==> config.mk <==
export PLATFORM = sky130hd
export DESIGN_NAME = glob_desc_fetch_flat
export DESIGN_NICKNAME = d
export VERILOG_FILES = /design/src/rtl/glob_desc_fetch_if.sv /design/src/rtl/glob_desc_fetch.sv /design/src/flat_wrapper.sv
export SDC_FILE = /design/constraint.sdc
export NUM_CORES = 1
export LEC_CHECK = 0
export ABC_AREA = 1
export ABC_CLOCK_PERIOD_IN_PS = 2000
export CAP_MARGIN = 20
export CORE_ASPECT_RATIO = 0.8
export CORE_UTILIZATION = 35
export CTS_CLUSTER_SIZE = 20
export DETAILED_ROUTE_END_ITERATION = 16
export SETUP_SLACK_MARGIN = 0.15
export SYNTH_ARGS = -nofsm -noshare
export SYNTH_HDL_FRONTEND = slang
export SYNTH_SLANG_ARGS = --single-unit
==> constraint.sdc <==
create_clock -name clk -period 2 [get_ports clk]
set_clock_uncertainty 0.1 [all_clocks]
set_input_delay 0.3 -clock clk [delete_from_list [all_inputs] [get_ports clk]]
set_output_delay 0.3 -clock clk [all_outputs]
set_load 0.01 [all_outputs]
==> src/rtl/glob_desc_fetch_if.sv <==
// Bundle between glob_desc_fetch, its requester, the memory read port and global_regs.
// slave = the fetch engine; master = the surrounding environment.
interface glob_desc_fetch_if;
    logic        req;
    logic [15:0] req_selector;
    logic        req_target;
    logic        abort;
    logic [31:0] gdtr_base;
    logic [15:0] gdtr_limit;
    logic [31:0] ldtr_base;
    logic [31:0] ldtr_limit;
    logic        ldtr_valid;
    logic        rd_req;
    logic [31:0] rd_addr;
    logic        rd_done;
    logic [31:0] rd_data;
    logic        busy;
    logic        done;
    logic        fault;
    logic [15:0] fault_code;
    logic        glob_descriptor_set;
    logic        glob_descriptor_2_set;
    logic [63:0] glob_descriptor_value;
    logic        glob_param_1_set;
    logic [31:0] glob_param_1_value;

    modport slave (
        input  req, req_selector, req_target, abort,
        input  gdtr_base, gdtr_limit, ldtr_base, ldtr_limit, ldtr_valid,
        input  rd_done, rd_data,
        output rd_req, rd_addr, busy, done, fault, fault_code,
        output glob_descriptor_set, glob_descriptor_2_set, glob_descriptor_value,
        output glob_param_1_set, glob_param_1_value
    );

    modport master (
        output req, req_selector, req_target, abort,
        output gdtr_base, gdtr_limit, ldtr_base, ldtr_limit, ldtr_valid,
        output rd_done, rd_data,
        input  rd_req, rd_addr, busy, done, fault, fault_code,
        input  glob_descriptor_set, glob_descriptor_2_set, glob_descriptor_value,
        input  glob_param_1_set, glob_param_1_value
    );
endinterface

==> src/rtl/glob_desc_fetch.sv <==
// Segment descriptor fetch: selector limit check, two dword reads, load strobes into global_regs.
// Latency: req -> done in 4 cycles with zero-wait memory; each read stretches by its wait states.
// Backpressure: req taken only while busy=0; rd_req/rd_addr held until rd_done, timeout or abort.
module glob_desc_fetch #(
    parameter bit          NULL_CHECK = 1'b1,
    parameter int unsigned RD_TIMEOUT = 255
) (
    input  logic             clk,
    input  logic             rst_n,
    glob_desc_fetch_if.slave bus
);
    localparam int unsigned CW = (RD_TIMEOUT > 1) ? $clog2(RD_TIMEOUT + 1) : 1;

    typedef enum logic [2:0] {
        S_IDLE, S_CHK, S_RD_LO, S_RD_HI, S_LOAD, S_FAULT
    } state_t;

    state_t         state_q, state_d;
    logic [15:0]    sel_q, sel_d;
    logic           tgt_q, tgt_d;
    logic [31:0]    base_q, base_d;
    logic [31:0]    limit_q, limit_d;
    logic [31:0]    addr_q, addr_d;
    logic [31:0]    lo_q, lo_d;
    logic [31:0]    hi_q, hi_d;
    logic [CW-1:0]  cnt_q, cnt_d;
    logic [15:0]    fault_code_q, fault_code_d;

    logic           rd_req, done, fault, set_0, set_1, param_set;
    logic [31:0]    rd_addr;
    logic [31:0]    off;
    logic           lim_exceed;
    logic           timeout_hit;

    assign off         = {16'd0, sel_q[15:3], 3'b000};
    // 33-bit compare so offsets near the top of a 4 GiB LDT limit cannot wrap past it
    assign lim_exceed  = ({1'b0, off} + 33'd7) > {1'b0, limit_q};
    assign timeout_hit = (RD_TIMEOUT != 0) && ((32'(cnt_q) + 32'd1) == RD_TIMEOUT);

    always_comb begin
        state_d      = state_q;
        sel_d        = sel_q;
        tgt_d        = tgt_q;
        base_d       = base_q;
        limit_d      = limit_q;
        addr_d       = addr_q;
        lo_d         = lo_q;
        hi_d         = hi_q;
        cnt_d        = cnt_q;
        fault_code_d = fault_code_q;
        rd_req       = 1'b0;
        rd_addr      = 32'd0;
        done         = 1'b0;
        fault        = 1'b0;
        set_0        = 1'b0;
        set_1        = 1'b0;
        param_set    = 1'b0;

        case (state_q)
            S_IDLE: begin
                if (bus.req && !bus.abort) begin
                    sel_d   = bus.req_selector;
                    tgt_d   = bus.req_target;
                    base_d  = bus.req_selector[2] ? bus.ldtr_base  : bus.gdtr_base;
                    limit_d = bus.req_selector[2] ? bus.ldtr_limit : {16'd0, bus.gdtr_limit};
                    state_d = S_CHK;
                end
            end
            S_CHK: begin
                if (NULL_CHECK && !sel_q[2] && (sel_q[15:3] == 13'd0)) begin
                    fault_code_d = 16'h0000;
                    state_d      = S_FAULT;
                end else if ((sel_q[2] && !bus.ldtr_valid) || lim_exceed) begin
                    fault_code_d = {sel_q[15:3], sel_q[2], 2'b00};
                    state_d      = S_FAULT;
                end else begin
                    addr_d  = base_q + off;
                    cnt_d   = '0;
                    state_d = S_RD_LO;
                end
            end
            S_RD_LO: begin
                rd_req  = 1'b1;
                rd_addr = addr_q;
                if (bus.rd_done) begin
                    lo_d    = bus.rd_data;
                    cnt_d   = '0;
                    state_d = S_RD_HI;
                end else if (timeout_hit) begin
                    fault_code_d = 16'hFFFF;
                    state_d      = S_FAULT;
                end else begin
                    cnt_d = cnt_q + CW'(1);
                end
            end
            S_RD_HI: begin
                rd_req  = 1'b1;
                rd_addr = addr_q + 32'd4;
                if (bus.rd_done) begin
                    hi_d    = bus.rd_data;
                    state_d = S_LOAD;
                end else if (timeout_hit) begin
                    fault_code_d = 16'hFFFF;
                    state_d      = S_FAULT;
                end else begin
                    cnt_d = cnt_q + CW'(1);
                end
            end
            S_LOAD: begin
                done      = 1'b1;
                set_0     = !tgt_q;
                set_1     = tgt_q;
                param_set = 1'b1;
                state_d   = S_IDLE;
            end
            S_FAULT: begin
                fault   = 1'b1;
                state_d = S_IDLE;
            end
            default: state_d = S_IDLE;
        endcase

        // Flush wins over everything: discard read data and suppress every result pulse
        if (bus.abort) begin
            state_d      = S_IDLE;
            lo_d         = lo_q;
            hi_d         = hi_q;
            fault_code_d = fault_code_q;
            done         = 1'b0;
            fault        = 1'b0;
            set_0        = 1'b0;
            set_1        = 1'b0;
            param_set    = 1'b0;
        end
    end

    always_ff @(posedge clk or negedge rst_n) begin
        if (!rst_n) begin
            state_q      <= S_IDLE;
            sel_q        <= 16'd0;
            tgt_q        <= 1'b0;
            base_q       <= 32'd0;
            limit_q      <= 32'd0;
            addr_q       <= 32'd0;
            lo_q         <= 32'd0;
            hi_q         <= 32'd0;
            cnt_q        <= '0;
            fault_code_q <= 16'd0;
        end else begin
            state_q      <= state_d;
            sel_q        <= sel_d;
            tgt_q        <= tgt_d;
            base_q       <= base_d;
            limit_q      <= limit_d;
            addr_q       <= addr_d;
            lo_q         <= lo_d;
            hi_q         <= hi_d;
            cnt_q        <= cnt_d;
            fault_code_q <= fault_code_d;
        end
    end

    assign bus.rd_req                = rd_req;
    assign bus.rd_addr               = rd_addr;
    assign bus.busy                  = (state_q != S_IDLE);
    assign bus.done                  = done;
    assign bus.fault                 = fault;
    assign bus.fault_code            = fault_code_q;
    assign bus.glob_descriptor_set   = set_0;
    assign bus.glob_descriptor_2_set = set_1;
    assign bus.glob_descriptor_value = {hi_q, lo_q};
    assign bus.glob_param_1_set      = param_set;
    assign bus.glob_param_1_value    = {16'd0, sel_q};
endmodule

==> src/flat_wrapper.sv <==
// flat-port wrapper written by rule: the top's interface ports become plain ports
module glob_desc_fetch_flat 
#(
    parameter bit          NULL_CHECK = 1'b1,
    parameter int unsigned RD_TIMEOUT = 255
)
  (clk, rst_n, bus_req, bus_req_selector, bus_req_target, bus_abort, bus_gdtr_base, bus_gdtr_limit, bus_ldtr_base, bus_ldtr_limit, bus_ldtr_valid, bus_rd_done, bus_rd_data, bus_rd_req, bus_rd_addr, bus_busy, bus_done, bus_fault, bus_fault_code, bus_glob_descriptor_set, bus_glob_descriptor_2_set, bus_glob_descriptor_value, bus_glob_param_1_set, bus_glob_param_1_value);
  glob_desc_fetch_if bus_i ();
  input  logic clk;
  input  logic rst_n;
  input wire logic [$bits(bus_i.req)-1:0] bus_req;
  input wire logic [$bits(bus_i.req_selector)-1:0] bus_req_selector;
  input wire logic [$bits(bus_i.req_target)-1:0] bus_req_target;
  input wire logic [$bits(bus_i.abort)-1:0] bus_abort;
  input wire logic [$bits(bus_i.gdtr_base)-1:0] bus_gdtr_base;
  input wire logic [$bits(bus_i.gdtr_limit)-1:0] bus_gdtr_limit;
  input wire logic [$bits(bus_i.ldtr_base)-1:0] bus_ldtr_base;
  input wire logic [$bits(bus_i.ldtr_limit)-1:0] bus_ldtr_limit;
  input wire logic [$bits(bus_i.ldtr_valid)-1:0] bus_ldtr_valid;
  input wire logic [$bits(bus_i.rd_done)-1:0] bus_rd_done;
  input wire logic [$bits(bus_i.rd_data)-1:0] bus_rd_data;
  output wire logic [$bits(bus_i.rd_req)-1:0] bus_rd_req;
  output wire logic [$bits(bus_i.rd_addr)-1:0] bus_rd_addr;
  output wire logic [$bits(bus_i.busy)-1:0] bus_busy;
  output wire logic [$bits(bus_i.done)-1:0] bus_done;
  output wire logic [$bits(bus_i.fault)-1:0] bus_fault;
  output wire logic [$bits(bus_i.fault_code)-1:0] bus_fault_code;
  output wire logic [$bits(bus_i.glob_descriptor_set)-1:0] bus_glob_descriptor_set;
  output wire logic [$bits(bus_i.glob_descriptor_2_set)-1:0] bus_glob_descriptor_2_set;
  output wire logic [$bits(bus_i.glob_descriptor_value)-1:0] bus_glob_descriptor_value;
  output wire logic [$bits(bus_i.glob_param_1_set)-1:0] bus_glob_param_1_set;
  output wire logic [$bits(bus_i.glob_param_1_value)-1:0] bus_glob_param_1_value;
  assign bus_i.req = bus_req;
  assign bus_i.req_selector = bus_req_selector;
  assign bus_i.req_target = bus_req_target;
  assign bus_i.abort = bus_abort;
  assign bus_i.gdtr_base = bus_gdtr_base;
  assign bus_i.gdtr_limit = bus_gdtr_limit;
  assign bus_i.ldtr_base = bus_ldtr_base;
  assign bus_i.ldtr_limit = bus_ldtr_limit;
  assign bus_i.ldtr_valid = bus_ldtr_valid;
  assign bus_i.rd_done = bus_rd_done;
  assign bus_i.rd_data = bus_rd_data;
  assign bus_rd_req = bus_i.rd_req;
  assign bus_rd_addr = bus_i.rd_addr;
  assign bus_busy = bus_i.busy;
  assign bus_done = bus_i.done;
  assign bus_fault = bus_i.fault;
  assign bus_fault_code = bus_i.fault_code;
  assign bus_glob_descriptor_set = bus_i.glob_descriptor_set;
  assign bus_glob_descriptor_2_set = bus_i.glob_descriptor_2_set;
  assign bus_glob_descriptor_value = bus_i.glob_descriptor_value;
  assign bus_glob_param_1_set = bus_i.glob_param_1_set;
  assign bus_glob_param_1_value = bus_i.glob_param_1_value;
  glob_desc_fetch #(.NULL_CHECK(NULL_CHECK), .RD_TIMEOUT(RD_TIMEOUT)) u_core (.clk(clk), .rst_n(rst_n), .bus(bus_i));
endmodule
==> flow_summary_export.csv <==
group,metric,value,unit
setup_path,max_stage_delay,410,ps
finish,fillCellCount,2622,
global_routing,grt_pass1_vias,12200,
clocking,cts_tree,"yes",
setup_path,required,1600,ps
routing,post_drt_wl_per_cell,18.2,µm
power,switching_share,41.5,%
yosys,seq_area_frac_synth,44.8,%
setup_path,cpLargestDelayFamily,"simple AND/OR/NAND/NOR gates",
setup_path,crit_top_cell,"nor2_4",
power,seqPwrFrac,25.3,%
global_routing,grt_max_degree,65,
clocking,clkSlewWorstSetupHoldPaths,60,ps
power,leakagePower,10.5,nW
yosys,synth-adder-area-share,3.38,%
global_routing,grt_overflow,0,
run,maxCapViolCount,0,
placement,io_buffers,301,
status,outcome,"finished, violations left",
routing,drtAntennaViolNets,0,
finish,synthToLayoutAreaGrowth,85.2,%
clocking,cts_sinks,203,
power,power_density,1400,mW/mm²
timing,max_slew.worst_pin.slew,726,ps
setup_path,crit_fanout,3,
timing,max_slew_margin,51.2,%
routing,drtIter0Drc,769,
placement,dpl.cell_count,2398,
setup_path,end_kind,"primary output",
yosys,synth-xor-area-share,1.78,%
clocking,cts-buffers-inserted,23,
floorplanning,ios,318,
yosys,muxShareOfSynthArea,0,%
power,intPower,17.2,mW
power,ir_drop,0.000860,V
timing,setup_violations,177,
timing,rsz0062_at_grt,"yes",
floorplanning,initial_core_util,35.8,%
power,power.share.clock,15.1,%
finish,fin_util,66.4,%
yosys,netlist_area,0.0113,mm²
yosys,ys_warn_count,0,
timing,min_period,2710,ps
yosys,ys_ff_latch,203,
yosys,synth_compound_area_share,15.0,%
setup_path,crit_path_cell_trace,"ha_4 -> nand3_4 -> nor2_4 -> nand2_2 -> nor2_4 -> nand3_4 -> nor2_4 -> buf_4 -> buf_6 -> o21ai_2 -> a21oi_2 -> buf_2",
routing,drt_wl_total,46500,µm
setup_path,cp.arrival,2310,ps
clocking,clockRootBuffer,"clkbuf_16",
timing,period_share,136,%
floorplanning,die_w,203,µm
floorplanning,core,0.0316,mm²
routing,drc,0,
clocking,clockBufferDepth,3,
yosys,ys_types,45,
power,finalPower,29.5,mW
finish,diodes,0,
setup_path,cp_slowest_cell,"dfrtp_1",
placement,gp_congestion,0.901,
timing,finalHoldViolCount,0,
power,power_switching,12.2,mW
finish,final_net_count,2321,
global_routing,grt_usage,24.9,%
clocking,clk_latency,530,ps
routing,dr.pass1.iters,7,
placement,place_ws,-652,ps
setup_path,worst_setup_path_start_kind,"flip-flop",
yosys,syn_inst,1512,
setup_path,cp.buffers_inverters,3,
floorplanning,dieHeight,163,µm
routing,vias_per_cell,4.99,
routing,vias,12800,
worst_hold_path,hold_class,"input pin to flip-flop",
yosys,yosys.area_share.simple,24.8,%
timing,fmax,369,MHz
floorplanning,fp.dieArea,0.0331,mm²
finish,layout.cells.non_filler,2559,
yosys,synth_top_family_by_area,"simple AND/OR/NAND/NOR gates",
timing,finalWorstSetupSlack,-712,ps
setup_path,critPathKind,"flip-flop to primary output",
global_routing,antenna_found_initial,1,
clocking,cts.htree.levels,1,
power,combinationalPowerShare,59.7,%
global_routing,grt_pass1_wl,65100,µm
finish,layout-drive-gt1-share,40.2,%
status,violations,"setup timing",
timing,finalMaxSlewViolations,0,
floorplanning,row_count,58,
timing,holdWs,156,ps
placement,dp_hpwl,30300,µm
yosys,synth_area_per_cell,7.50,µm²
==> worst reg2reg max path, cell delays in order (launching register included) <==
cell and delay [ps]:
dfrtp_2 480, ha_4 310, nand3_2 100, nor2_1 170, nand3_1 130, nand2_1 120, inv_2 50, nand2_4 100
nand3_4 130, buf_6 170, clkinv_8 80, buf_12 150, nand2_1 60, o21ai_1 100
==> power by group through the flow <==
stage,Combinational (mW),Clock (mW),Sequential (mW)
after global routing,18.8,4.68,7.61
after global placement,12.2,0,7.11
after CTS,14.9,4.50,7.18
final,17.6,4.44,7.44
after floorplan,5.55,0,7.28
after detailed placement,12.4,0,7.15
==> metal layers <==
layer,global-route usage (%),vias up,part of all wire [%]
met5,0,-,0.026
met4,6.19,2,3.1
met3,5.12,83,5.8
met2,40.1,412,47
met1,34.2,6146,44
li1,-,6123,-
==> final timing paths <==
check / start / endpoint / slack, ps / depth (start not counted)
max: u_core.addr_q[3] / bus_rd_addr[18] / -710 / 12
min: bus_req_selector[2] / u_core.sel_q[2] / 160 / 3
max reg2reg: u_core.sel_q[12] / u_core.addr_q[21] / -350 / 13
min reg2reg: u_core.bus.fault_code[14] / u_core.bus.fault_code[14] / 380 / 2
max in group asynchronous: rst_n / u_core.addr_q[17] / 980 / 3
min in group asynchronous: rst_n / u_core.cnt_q[6] / 190 / 2
==> through the flow <==
step / instance area [µm²] / setup TNS, ps
2_1_floorplan: 11700 / -366
6_report: 21000 / -44830
3_5_place_dp: 16700 / -21930
4_1_cts: 19000 / -23200
5_1_grt: 21000 / -59330
3_3_place_gp: 16700 / -20800
==> synth_stat cells (all sizes together) <==
library cell  number  share of area, %
nor4               6              0.33
a2111o             1             0.099
nand2            426                14
a22oi              2              0.13
and2               1             0.055
inv              204               6.8
o21ai            227                10
buf               27               1.7
dfrtp            203                45
nand4             42               2.3
clkbuf            53               1.8
o21a               3              0.20
a221oi             1             0.077
fa                 1              0.18
a211oi             2              0.13
conb               1             0.033
o22ai              3              0.17
o21bai             2              0.17
a21o               1             0.066
nor3b              3              0.24
nand3             69               3.3
ha                29               3.2
o211ai            27               1.8
a21oi             43               1.9
xnor2              7              0.54
nor2              77               2.9
or2                3              0.17
a31oi              3              0.17
nor3              28               1.2
xor2              16               1.2
nand2b             1             0.055
==> area by class of cell <==
class	count	area (µm²)	area share, %
timing repair buffer	651	6600	31.4
inverter	204	818	3.90
clock inverter	8	135	0.643
tap	420	526	2.50
sequential	203	5100	24.3
clock buffer	32	649	3.09
multi-input combinational	1041	7180	34.2
==> cell usage in the layout, fill, tap and decap left out, types with 25 or more instances in the layout <==
cell             instances
buf_2                   37
dlymetal6s2s_1          25
o21ai_2                 63
o21ai_1                 78
nand2_1                263
dlygate4sd2_1           49
nand2_2                114
buf_12                  29
nor2_1                  46
buf_6                   86
buf_4                  216
inv_1                  178
nand3_1                 38
clkdlybuf4s50_1        175
dfrtp_1                187
o21ai_0                 84
nand4_1                 42
clkbuf_16               38
o211ai_1                27
nand2_4                 48
a21oi_2                 25
==> logic make-up (layout without fill, tap and decap cells) <==
group,count (synthesis),count (layout)
buf+inv,284,895
flops,203,203
xor+xnor,23,23
compound gates,315,315
fa+ha+maj,30,30
simple gates,656,657
other cells,1,16
==> timing repair <==
item                       in CTS  in global routing
setup endpoints to repair     158                209
resized for setup             558                380
cloned                          9                 26
hold endpoints to repair       39                  0
pin swaps                      97                 73
hold buffers                    1                  0
setup buffers                  56                 29
==> registers in the layout (all words and copies together) (netlist names) <==
register and flops:
u_core.hi_q 32, u_core.tgt_q 1, u_core.cnt_q 8, u_core.sel_q 16
u_core.addr_q 32, u_core.limit_q 32, u_core.state_q 3, u_core.lo_q 32
u_core.bus.fault_code 15, u_core.base_q 32
Note: power is estimated with default switching activity, not from simulation.
